## src/rtl/grayscale_rgb565_packer.sv

```systemverilog
// Grayscale-to-RGB565 expander that packs two pixels per 32-bit word into a small FWFT FIFO.
// Optional: define GRAYSCALE_RGB565_PACKER_SWAP_EN to place the first pixel in [31:16].
module grayscale_rgb565_packer #(
    parameter int FIFO_DEPTH = 4
) (
    input  logic                          clock,
    input  logic                          reset,
    input  logic                          pixelValid,
    input  logic [7:0]                    pixelData,
    output logic                          pixelReady,
    input  logic                          flush,
    output logic                          wordValid,
    output logic [31:0]                   wordData,
    input  logic                          wordReady,
    output logic [$clog2(FIFO_DEPTH):0]   fifoLevel,
    output logic                          busy
);
    localparam int PW = $clog2(FIFO_DEPTH);
    localparam int CW = PW + 1;

    typedef enum logic {EMPTY, HALF} state_t;

    state_t          r_state;
    logic [15:0]     r_held;
    logic [31:0]     r_mem [FIFO_DEPTH];
    logic [PW-1:0]   r_wr;
    logic [PW-1:0]   r_rd;
    logic [CW-1:0]   r_count;

    logic [15:0]     w_rgb;
    logic            w_accept;
    logic            w_flush;
    logic            w_pop;
    logic            w_push;
    logic [31:0]     w_word;
    logic [31:0]     w_pair;
    logic [31:0]     w_pad_new;
    logic [31:0]     w_pad_held;
    state_t          w_next;

    assign w_rgb      = {pixelData[7:3], pixelData[7:2], pixelData[7:3]};
    assign pixelReady = (r_count < CW'(FIFO_DEPTH));
    assign w_accept   = pixelValid && pixelReady;
    assign w_flush    = flush && pixelReady;
    assign w_pop      = (r_count != '0) && wordReady;

`ifdef GRAYSCALE_RGB565_PACKER_SWAP_EN
    assign w_pair     = {r_held, w_rgb};
    assign w_pad_new  = {w_rgb, 16'h0000};
    assign w_pad_held = {r_held, 16'h0000};
`else
    assign w_pair     = {w_rgb, r_held};
    assign w_pad_new  = {16'h0000, w_rgb};
    assign w_pad_held = {16'h0000, r_held};
`endif

    // A flush arriving with the second pixel is absorbed by the normal pair push.
    always_comb begin
        w_push = 1'b0;
        w_word = '0;
        w_next = r_state;
        if (w_accept) begin
            if (r_state == HALF) begin
                w_push = 1'b1;
                w_word = w_pair;
                w_next = EMPTY;
            end else if (w_flush) begin
                w_push = 1'b1;
                w_word = w_pad_new;
            end else begin
                w_next = HALF;
            end
        end else if (w_flush && r_state == HALF) begin
            w_push = 1'b1;
            w_word = w_pad_held;
            w_next = EMPTY;
        end
    end

    always_ff @(posedge clock) begin
        if (reset) begin
            r_state <= EMPTY;
            r_held  <= '0;
            r_wr    <= '0;
            r_rd    <= '0;
            r_count <= '0;
        end else begin
            r_state <= w_next;
            if (w_accept && r_state == EMPTY)
                r_held <= w_rgb;
            if (w_push)
                r_wr <= r_wr + PW'(1);
            if (w_pop)
                r_rd <= r_rd + PW'(1);
            if (w_push && !w_pop)
                r_count <= r_count + CW'(1);
            else if (w_pop && !w_push)
                r_count <= r_count - CW'(1);
        end
    end

    // Storage needs no reset: an empty FIFO masks wordData to zero.
    always_ff @(posedge clock) begin
        if (!reset && w_push)
            r_mem[r_wr] <= w_word;
    end

    assign wordValid = (r_count != '0);
    assign wordData  = wordValid ? r_mem[r_rd] : 32'h0;
    assign fifoLevel = r_count;
    assign busy      = (r_state == HALF) || (r_count != '0);

endmodule
```

## config.mk

```make
export PLATFORM = sky130hd
export DESIGN_NAME = grayscale_rgb565_packer
export DESIGN_NICKNAME = d
export VERILOG_FILES = /design/src/rtl/grayscale_rgb565_packer.sv
export SDC_FILE = /design/constraint.sdc
export NUM_CORES = 1
export LEC_CHECK = 0
export ABC_AREA = 0
export BUFFER_PORTS_ARGS = -buffer_cell sky130_fd_sc_hd__buf_2
export CAP_MARGIN = 30
export CORE_UTILIZATION = 50
export DETAILED_ROUTE_END_ITERATION = 6
export PLACE_DENSITY = 0.72
export SETUP_SLACK_MARGIN = 0.02
export SLEW_MARGIN = 20
export SYNTH_ARGS = -nofsm -noshare
export SYNTH_HDL_FRONTEND = slang
export SYNTH_SLANG_ARGS = --single-unit
```

## constraint.sdc

```tcl
create_clock -name clock -period 3.1 [get_ports clock]
set_clock_uncertainty 0.05 [all_clocks]
set_input_delay 0.62 -clock clock [delete_from_list [all_inputs] [get_ports clock]]
set_output_delay 0.62 -clock clock [all_outputs]
set_load 0.01 [all_outputs]
```

After elaboration in Yosys (flattened, before gate mapping)
Memory sizes are Yosys's and may differ from the RTL's. A register that Yosys moved wholly into a read port is not among the register bits.
Index checks and enable logic that the tools add are counted.
{ "op_classes": {"addsub": 4, "magnitude_cmp": 1, "muxes": 19, "bitwise_logic": 1, "reduce_logical": 15} }
{ "ops": {"columns": ["operator", "n"], "rows": [
  ["$mux 32", 3],
  ["$mux 16", 2],
  ["$mux 1", 10],
  ["$logic_and 1x1->1", 8],
  ["$mux 3", 2],
  ["$add 2x1->2 const B", 2],
  ["$mux 2", 2],
  ["$reduce_bool 2->1", 2],
  ["$add 3x1->3 const B", 1],
  ["$logic_not 1->1", 3],
  ["$lt 3x3->1 const B", 1],
  ["$reduce_bool 3->1", 1],
  ["$sub 3x1->3 const B", 1],
  ["$logic_or 1x1->1", 1],
  ["$not 1->1", 1]
]} }
{ "totals": {"reg_bits": 24, "mem_bits_rw": 128, "inputBits": 13, "out_inout_bits": 38, "wordCells": 46, "mem_count": 1} }
{ "mem_list": {"columns": ["memory", "words", "word_bits", "rd", "rd_clocked_by_memory_dff", "write_ports", "line", "text"], "rows": [
  ["r_mem", 4, 32, 1, 1, 1, "25", "logic [31:0] r_mem [FIFO_DEPTH];"]
]} }

Depth between registers and ports, before layout
Gate-level depths: netlist of run 1.
{ "depth": {"depth_word": 9, "ltp_mapped": 10, "ltp_nobuf": 9} }

Worst setup path before layout of run 1
Ideal clock, no wire load.
{ "synth_path": {"path_kind": "in2reg", "from": "input pixelValid", "to": "memory r_mem[1][11], enable pin", "setup_time_ns": 0.399, "t_arrival_ns": 2.045, "t_required_ns": 2.651, "path_slack_ns": 0.606, "stages": 4, "path_buffers": 1, "cell_sequence": "buf_6 > nand2_1 > a21o_2 > nor3b_1"} }
{ "synth_between": {"elab_chain_cells": 5} }
{ "synth_rtl": {"columns": ["element", "line", "text"], "rows": [
  ["start: declaration", "8", "input logic pixelValid,"],
  ["$logic_and 1x1->1", "43", "assign w_accept = pixelValid && pixelReady;"],
  ["$mux 1", "62", "if (w_accept) begin"],
  ["$logic_and 1x1->1", "104", "if (!reset && w_push)"],
  ["$mux 1", "104", null],
  ["$mux 1 (implied by the code)", "105", "r_mem[r_wr] <= w_word;"],
  ["end: declaration", "25", null]
]} }
Every way passes these cells.

Worst setup path in the final report of run 1
{ "layout_path": {"from": "register r_state", "to": "register r_count[2], in the netlist fifoLevel[2]"} }
{ "layout_between": {"elab_chain_cells": 6, "word_cells_on_any_way": 9, "cone_classes": "mux: 4; reduce/logical: 5"} }
{ "layout_rtl": {"columns": ["element", "line", "text"], "rows": [
  ["start: declaration", "23", "state_t r_state;"],
  ["start signal: assignment", "88", "r_state <= w_next;"],
  ["$logic_and 1x1->1", "73", "end else if (w_flush && r_state == HALF) begin"],
  ["$mux 1", "73", null],
  ["$mux 1 (*)", "62", null],
  ["via w_push", "34", "logic w_push;"],
  ["$logic_not 1->1", "97", "else if (w_pop && !w_push)"],
  ["$logic_and 1x1->1", "97", null],
  ["$reduce_bool 2->1 (no line)", null, null],
  ["end signal: assignment", "96", "r_count <= r_count + CW'(1);"],
  ["end signal: assignment", "98", "r_count <= r_count - CW'(1);"],
  ["end: declaration", "28", "logic [CW-1:0] r_count;"]
]} }
The timed path passes the listed nets; every way through them passes the cells marked *.
A chain may end at the register's enable or synchronous reset.

==> reports/qor.txt, run 1 <==
Inserted Clock Buffers = 9
Compound-Gate Fraction of Synth Area = 4.536%
r2r setup slk = 0.45 ns
Worst EP arrival = 2.85 ns
Final Hold Viols = 0
Syn Std Cell Area = 2952 um2
reg2reg end = fifoLevel[2]$_SDFFE_PP0P_
TritonCTS clock tree = built
pwr/cell area = 851.3 nW/um2
gr usage total = 17.55%
Min-Delay Endpoint = r_held[12]$_SDFFE_PP0P_
IO Pins = 51
commonest non-fill, non-tap cells in the layout = 48 x buf_2, 48 x edfxtp_1, 16 x dfxtp_1, 14 x nor2_1, 10 x mux4_2
slew margin rel. = 60.50%
worst setup path class = register to register
hpwl dp = 3135 um
area leader, netlist = edfxtp_1
# setup viols final = 0
YS warnings = 0
CP bufs+invs = 2
f_max = 0.3772 GHz
Initial DRC Count = 149
Setup WS post-layout = 0.4485 ns
antenna violations before repair = 0
met3 usage = 4.598%
gpl congestion = 0.7590
number of diodes = 0
worst-path cell chain = nand2_1, a21o_2, inv_2, ha_1, inv_1, fa_1, xor2_1, or3_1, a21oi_1
CP Max Fanout = 15
Top Usage Layer GRT = met2
synth top area cells = edfxtp_1 49%, dfxtp_1 11%, mux4_2 7.6%
die extent in x = 78.83 um
Setup Fix Bufs, Post-CTS = 0
Post-Synth Simple-Gate Area = 11.15%
Post-Syn Area per Cell = 14.26 um2
sequential share of the synthesized area = 59.69%
first drt pass iteration count = 4
Die Ht = 78.83 um
Critical Path End Type = register
outcome = finished, final reports clean
Syn Nets = 226
Core ar. = 5608 um2
via/cell ratio = 5.280
global route overflow = 0
Avg WL per Cell = 15.37 um
worst min-delay path category = register to register
xor-xnor portion of the synthesized cell area = 0.8902%
dpl ws = 0.3895 ns
Fin Setup TNS = 0 ns
Final Max Slew Viols = 0
Worst-Skew Late Latency = 0.33 ns
initial core utilization = 52.63%
antenna-violating nets left = 0
Area growth syn-to-layout = 14.20%
post-synthesis cell count = 207
Crit path max-delay family = flip-flops
# port buffers = 48
mux contribution to synthesized area = 12.63%
Worst-Margin Slew = 0.5907 ns
CP max-delay cell = dfxtp_1
post-layout net count = 263
fin crit period = 2.651 ns
Critical Path Start Type = register
hold path start = r_held[12]$_SDFFE_PP0P_
H-tree Lvls = 3
max-cap viol count = 0
Leak Pwr = 0.001324 uW
Crit path largest cell delay = 0.60 ns
worst flop-to-flop path startpoint = r_state$_SDFFE_PP0P_
cts hold-fix bufs = 0
clk slew on worst S/H paths = 0.07 ns
largest family of logic cells by synthesized area = multiplexers
FP Rows = 27
M1 GR Usage = 22.87%
Die ar. = 6214 um2
Max VDD drop = 0.0004867 V
met2 global-route usage = 26.96%
CTS max path bufs = 2
routed wire length = 4933 um
layout cells sized above 1 = 35.34%
first-pass GRT wire length = 7769 um
Synth cell types = 35
largest net degree at the start of global routing = 22
area share of the leading cell type in the synthesized netlist = 48.83%
#FFs+latches synth = 64
Synth Area in Adders = 2.798%
Tcrit/Tclk final = 85.53%
vias in the first global route = 1,565
vias = 1,695
DRC = 0
CTS Root Buffer Type = clkbuf_8
R2R cell count = 9
CTS sink cnt = 64
WHS Path Cells = 2
RSZ-0062 raised after global routing = no
Resized Gates After CTS = 0
CP required = 3.30 ns
[through the flow]
stage                     instances  instance area (um2)  power, uW  hold WS (ns)  util [%]
after global placement          305                 3137       2058        0.4256     55.93
after detailed placement        305                 3137       2070        0.4369     55.93
after floorplan                 207                 2952       1906        0.4091         -
after CTS                       321                 3371       2907        0.4531     60.11
after global routing            321                 3371       3030        0.4786     60.11
final                           321                 3371       2869        0.4483     60.11
[cells by family after synthesis]
| family | after synthesis |
|---|---|
| XOR/XNOR | 3 |
| flip-flops | 64 |
| adder cells (fa/ha/maj) | 6 |
| AO/OA/AOI/OAI | 21 |
| buffers and inverters | 39 |
| multiplexers | 21 |
| AND/OR/NAND/NOR | 53 |
[cells in the mapped netlist, drive strengths merged]
library cell / instances
a22oi: 1
o31ai: 1
nand2b: 3
edfxtp: 48
a21oi: 8
nor3b: 5
xor2: 3
clkbuf: 2
and2b: 1
nor2b: 12
inv: 10
fa: 1
o21ai: 4
mux2i: 8
o32ai: 4
and2: 6
or3: 2
and3b: 3
buf: 27
nand2: 3
a21o: 1
nor3: 1
or2b: 1
nor2: 14
nand3: 2
dfxtp: 16
mux4: 12
mux2: 1
o211ai: 2
ha: 5
[flip-flops by register name (all words and copies together) (netlist names), named ones only]
register and cells:
r_mem 48, r_held 6, r_rd 2, r_wr 2
fifoLevel 3, r_state 1
[worst register-to-register path: cells and delay by family (launching register included)]
| kind | cells | cell delay [ns] |
|---|---|---|
| simple gates | 2 | 0.58 |
| fa+ha+maj | 2 | 0.55 |
| buf+inv | 2 | 0.16 |
| flops | 1 | 0.60 |
| xor+xnor | 1 | 0.16 |
| compound gates | 2 | 0.49 |
[worst max-delay path by stage]
stage	start	endpoint	slack (ns)	cells after the start
6_report	r_state$_SDFFE_PP0P_	fifoLevel[2]$_SDFFE_PP0P_	0.45	9
3_3_place_gp	pixelValid	fifoLevel[2]$_SDFFE_PP0P_	0.48	10
3_5_place_dp	pixelValid	fifoLevel[2]$_SDFFE_PP0P_	0.39	10
2_1_floorplan	pixelValid	r_mem[1][11]$_DFFE_PP_	0.61	4
5_1_grt	r_state$_SDFFE_PP0P_	fifoLevel[2]$_SDFFE_PP0P_	0.26	9
4_1_cts	r_state$_SDFFE_PP0P_	fifoLevel[2]$_SDFFE_PP0P_	0.46	9
[final cells by class]
type | count | area (um2)
Tap cell | 72 | 90.09
Sequential cell | 64 | 1762
Inverter | 10 | 37.54
Fill cell | 479 | 2237
Clock buffer | 9 | 123.9
Multi-Input combinational cell | 104 | 954.7
Clock inverter | 7 | 110.1
Timing Repair Buffer | 55 | 292.8
[routing by layer]
metal  vias up  part of all wire [%]
li1        807                     -
met1       820                    42
met2        62                    51
met3         6                   5.8
met4         0                   1.6
met5         -                     0
[report_power, final]
| part | switching, uW | internal [uW] |
|---|---|---|
| Clock | 306 | 527 |
| Combinational | 512 | 456 |
| Sequential | 70.5 | 998 |
| Total | 888 | 1980 |
Power figures use the tool's default switching activity.
==> inputs of run 2 (changes only) <==
CORE_UTILIZATION = 28   (was 50)
PLACE_DENSITY = unset   (was 0.72)
==> reports/qor.txt, run 2 (same netlist as run 1, synthesis figures left out) <==
Worst-Skew Late Latency = 0.34 ns (was 0.33 ns)
TritonCTS clock tree = built (unchanged)
Avg WL per Cell = 14.11 um (was 15.37 um)
# port buffers = 48 (unchanged)
max reg flops = 48 (unchanged)
Top Usage Layer GRT = met2 (unchanged)
Critical Path Start Type = register (unchanged)
pwr/cell area = 862.4 nW/um2 (was 851.3 nW/um2)
global route overflow = 0 (unchanged)
CTS max path bufs = 2 (unchanged)
gpl congestion = 0.7758 (was 0.7590)
RSZ-0062 raised after global routing = no (unchanged)
Inserted Clock Buffers = 9 (unchanged)
largest net degree at the start of global routing = 22 (unchanged)
Top reg by flops = r_mem (unchanged)
CP required = 3.32 ns (was 3.30 ns)
Worst-Margin Slew = 0.7297 ns (was 0.5907 ns)
f_max = 0.3907 GHz (was 0.3772 GHz)
fin crit period = 2.560 ns (was 2.651 ns)
# setup viols final = 0 (unchanged)
antenna-violating nets left = 0 (unchanged)
max-cap viol count = 0 (unchanged)
Final Hold Slack = 0.4410 ns (was 0.4483 ns)
Final Max Slew Viols = 0 (unchanged)
Die Ht = 104.7 um (was 78.83 um)
post-layout net count = 263 (unchanged)
Setup Fix Bufs, Post-CTS = 0 (unchanged)
CTS sink cnt = 64 (unchanged)
DRC = 0 (unchanged)
Leak Pwr = 0.001340 uW (was 0.001324 uW)
met3 usage = 4.367% (was 4.598%)
met2 global-route usage = 16.27% (was 26.96%)
clk slew on worst S/H paths = 0.07 ns (about the same)
Initial DRC Count = 90 (was 149)
first-pass GRT wire length = 8445 um (was 7769 um)
commonest non-fill, non-tap cells in the layout = 48 x buf_2, 48 x edfxtp_1, 16 x dfxtp_1, 14 x nor2_1 (was 48 x buf_2, 48 x edfxtp_1, 16 x dfxtp_1, 14 x nor2_1, 10 x mux4_2)
layout cells sized above 1 = 34.94% (was 35.34%)
initial core utilization = 28.72% (was 52.63%)
vias = 1,661 (was 1,695)
Resized Gates After CTS = 0 (unchanged)
cts hold-fix bufs = 0 (unchanged)
M1 GR Usage = 13.73% (was 22.87%)
routed wire length = 5431 um (was 4933 um)
vias in the first global route = 1,584 (was 1,565)
gr usage total = 10.73% (was 17.55%)
CTS Root Buffer Type = clkbuf_8 (unchanged)
Area growth syn-to-layout = 17.80% (was 14.20%)
FP Rows = 37 (was 27)
Max VDD drop = 0.0002712 V (was 0.0004867 V)
IO Pins = 51 (unchanged)
antenna violations before repair = 0 (unchanged)
Tcrit/Tclk final = 82.57% (was 85.53%)
Core ar. = 10,280 um2 (was 5608 um2)
Die ar. = 10,960 um2 (was 6214 um2)
Critical Path End Type = register (unchanged)
Final Hold Viols = 0 (unchanged)
CP Max Fanout = 15 (unchanged)
first drt pass iteration count = 4 (unchanged)
Worst EP arrival = 2.78 ns (was 2.85 ns)
via/cell ratio = 4.314 (was 5.280)
worst min-delay path category = register to register (unchanged)
H-tree Lvls = 3 (unchanged)
outcome = finished, final reports clean (unchanged)
hpwl dp = 3542 um (was 3135 um)
worst setup path class = register to register (unchanged)
slew margin rel. = 51.25% (was 60.50%)
die extent in x = 104.7 um (was 78.83 um)
number of diodes = 0 (unchanged)
Fin Setup TNS = 0 ns (unchanged)
run 2: power by group:
| part | internal [uW] | switching [uW] |
|---|---|---|
| sequential | 998 | 72.6 |
| clock | 639 | 315 |
| combinational | 454 | 520 |
run 2: worst paths after layout:
check | start | to | slack (ns) | depth (start not counted)
max reg2reg | r_state$_SDFFE_PP0P_ | fifoLevel[2]$_SDFFE_PP0P_ | 0.54 | 9
min reg2reg | r_rd[1]$_SDFFE_PP0P_ | register | 0.44 | 2
max | r_state$_SDFFE_PP0P_ | fifoLevel[2]$_SDFFE_PP0P_ | 0.54 | 9
min | r_rd[1]$_SDFFE_PP0P_ | register | 0.44 | 2
run 2: layer usage:
metal | vias to the layer above | part of all wire [%]
met2 | 39 | 47
met1 | 805 | 48
met3 | 4 | 3.9
met5 | - | 0
li1 | 813 | -
met4 | 0 | 0.88
run 2: worst max-delay path, stage by stage (launching register included):
cell and delay (ns):
dfxtp_1 0.59, nand2_1 0.25, a21o_2 0.29, inv_2 0.09
ha_1 0.18, inv_1 0.06, fa_1 0.37, xor2_1 0.15
or3_1 0.31, a21oi_1 0.15
run 2: layout make-up:
type,count,area (um2)
clock buffer,11,141.4
clock inverter,5,128.9
inverter,10,37.54
sequential,64,1762
fill,1032,6800
tap,136,170.2
timing repair buffer,55,292.8
multi-input combinational,104,944.7
run 2: per-stage QoR:
step	area [um2]	total power [uW]	std cells	worst slack, ns	utilization [%]
floorplan	2952	1906	207	0.6057	-
global placement	3207	2076	369	0.4617	31.20
detailed placement	3207	2087	369	0.4075	31.20
CTS	3477	3047	385	0.5646	33.83
global route	3477	3175	385	0.3525	33.83
finish	3477	2999	385	0.5403	33.83
==> inputs of run 3 (changes only) <==
clock period = 2.7 ns   (was 3.1 ns; I/O delays follow)
==> reports/qor.txt, run 3 (same netlist as run 1, synthesis figures left out) <==
gpl congestion = 0.7720 (was 0.7758)
f_max = 0.4093 GHz (was 0.3907 GHz)
Crit path max-delay family = flip-flops (unchanged)
fin crit period = 2.443 ns (was 2.560 ns)
max-cap viol count = 0 (unchanged)
Worst-Skew Late Latency = 0.33 ns (was 0.34 ns)
Setup Fix Bufs, Post-CTS = 0 (unchanged)
layout cells sized above 1 = 35.86% (was 34.94%)
outcome = finished, final reports clean (unchanged)
antenna violations before repair = 0 (unchanged)
worst setup path class = register to register (unchanged)
Combinational Power Share = 34.8% (was 32.5%)
met3 usage = 2.558% (was 4.367%)
Tcrit/Tclk final = 90.50% (was 82.57%)
post-layout net count = 265 (was 263)
Final Hold Slack = 0.4462 ns (was 0.4410 ns)
initial core utilization = 28.72% (unchanged)
worst flop-to-flop path startpoint = r_state$_SDFFE_PP0P_ (unchanged)
hpwl dp = 3578 um (was 3542 um)
slew margin rel. = 59.09% (was 51.25%)
CP required = 2.92 ns (was 3.32 ns)
gr usage total = 10.33% (was 10.73%)
Die ar. = 10,960 um2 (unchanged)
Clk pwr share = 28.1% (was 31.8%)
Worst-Margin Slew = 0.6128 ns (was 0.7297 ns)
Leak Pwr = 0.001331 uW (was 0.001340 uW)
Avg WL per Cell = 13.94 um (was 14.11 um)
Setup WS post-layout = 0.2565 ns (was 0.5403 ns)
Final Max Slew Viols = 0 (unchanged)
Max VDD drop = 0.0002619 V (was 0.0002712 V)
cts hold-fix bufs = 0 (unchanged)
via/cell ratio = 4.372 (was 4.314)
Final Hold Viols = 0 (unchanged)
Pint = 2203 uW (was 2091 uW)
CTS sink cnt = 64 (unchanged)
hold path start = pixelData[2] (was r_rd[1]$_SDFFE_PP0P_)
H-tree Lvls = 3 (unchanged)
Area growth syn-to-layout = 16.74% (was 17.80%)
met2 global-route usage = 16.37% (was 16.27%)
DRC = 0 (unchanged)
crit path to = fifoLevel[2]$_SDFFE_PP0P_ (unchanged)
vias in the first global route = 1,622 (was 1,584)
Fin Setup TNS = 0 ns (unchanged)
crit path launch = r_state$_SDFFE_PP0P_ (unchanged)
CP Max Fanout = 15 (unchanged)
R2R cell count = 9 (unchanged)
routed wire length = 5393 um (was 5431 um)
Critical Path Start Type = register (unchanged)
first drt pass iteration count = 4 (unchanged)
Critical Path End Type = register (unchanged)
CTS max path bufs = 2 (unchanged)
worst-path cell chain = o21ai_0, a21o_2, inv_2, ha_1, inv_1, fa_1, xor2_1, or3_1, a21oi_1 (was nand2_1, a21o_2, inv_2, ha_1, inv_1, fa_1, xor2_1, or3_1, a21oi_1)
Top reg by flops = r_mem (unchanged)
vias = 1,692 (was 1,661)
Fillers = 1,045 (was 1,032)
TritonCTS clock tree = built (unchanged)
Crit path largest cell delay = 0.59 ns (about the same)
total net switching power = 1070 uW (was 907.6 uW)
pwr/cell area = 949.8 nW/um2 (was 862.4 nW/um2)
CP bufs+invs = 2 (unchanged)
clk slew on worst S/H paths = 0.08 ns (was 0.07 ns)
Worst EP arrival = 2.66 ns (was 2.78 ns)
antenna-violating nets left = 0 (unchanged)
WP depth = 9 (unchanged)
Inserted Clock Buffers = 9 (unchanged)
# setup viols final = 0 (unchanged)
largest net degree at the start of global routing = 22 (unchanged)
global route overflow = 0 (unchanged)
worst min-delay path category = input port to register (was register to register)
Resized Gates After CTS = 0 (unchanged)
Initial DRC Count = 111 (was 90)
# port buffers = 48 (unchanged)
FP Rows = 37 (unchanged)
RSZ-0062 raised after global routing = no (unchanged)
Core ar. = 10,280 um2 (unchanged)
Top Usage Layer GRT = met2 (unchanged)
IO Pins = 51 (unchanged)
commonest non-fill, non-tap cells in the layout = 48 x buf_2, 48 x edfxtp_1, 16 x dfxtp_1, 14 x nor2_1, 10 x mux4_2 (was 48 x buf_2, 48 x edfxtp_1, 16 x dfxtp_1, 14 x nor2_1)
Die Ht = 104.7 um (unchanged)
Sw Ratio = 32.69% (was 30.27%)
max reg flops = 48 (unchanged)
CP max-delay cell = dfxtp_1 (unchanged)
die extent in x = 104.7 um (unchanged)
dpl ws = 0.1864 ns (was 0.4075 ns)
Seq pwr share = 37.1% (was 35.7%)
reg2reg end = fifoLevel[2]$_SDFFE_PP0P_ (unchanged)
first-pass GRT wire length = 8397 um (was 8445 um)
M1 GR Usage = 12.94% (was 13.73%)
number of diodes = 0 (unchanged)
r2r setup slk = 0.26 ns (was 0.54 ns)
CTS Root Buffer Type = clkbuf_8 (unchanged)
run 3: area by class of cell:
type	count	area, um2	area share (%)
Clock buffer	9	123.9	3.595
Tap cell	136	170.2	4.938
Clock inverter	7	100.1	2.905
Timing Repair Buffer	57	307.8	8.932
Multi-Input combinational cell	104	944.7	27.41
Sequential cell	64	1762	51.13
Inverter	10	37.54	1.089
run 3: per-layer routing:
| layer | share of wire, % | routed length [um] |
|---|---|---|
| met2 | 47 | 2548 |
| met5 | 0 | 0 |
| met3 | 4.7 | 252 |
| met4 | 2.3 | 123 |
| met1 | 46 | 2469 |
run 3: worst min path at each step:
stage	endpoint	depth (start not counted)	slack [ns]
floorplan	register	2	0.41
global placement	r_rd[1]$_SDFFE_PP0P_	2	0.42
detailed placement	r_held[12]$_SDFFE_PP0P_	2	0.43
CTS	r_held[5]$_SDFFE_PP0P_	3	0.44
global route	r_held[11]$_SDFFE_PP0P_	3	0.46
finish	r_held[5]$_SDFFE_PP0P_	3	0.45
run 3: power by group through the flow:
stage                     Clock (uW)  Combinational, uW  Sequential, uW
final                            920               1140            1210
after global routing             981               1260            1230
after CTS                        932               1170            1220
after detailed placement           0               1170            1240
after global placement             0               1160            1230
after floorplan                    0                960            1230
run 3: worst min-delay path, stage by stage:
cell and delay, ns:
buf_2 0.11, mux2i_1 0.07, nor2_1 0.07
run 3: per-stage QoR:
| stage | total power (uW) | instances | utilization (%) | instance area, um2 |
|---|---|---|---|---|
| CTS | 3317 | 387 | 33.53 | 3446 |
| detailed placement | 2403 | 371 | 31.35 | 3222 |
| finish | 3273 | 387 | 33.53 | 3446 |
| global route | 3464 | 387 | 33.53 | 3446 |
| global placement | 2390 | 371 | 31.35 | 3222 |
| floorplan | 2189 | 207 | - | 2952 |
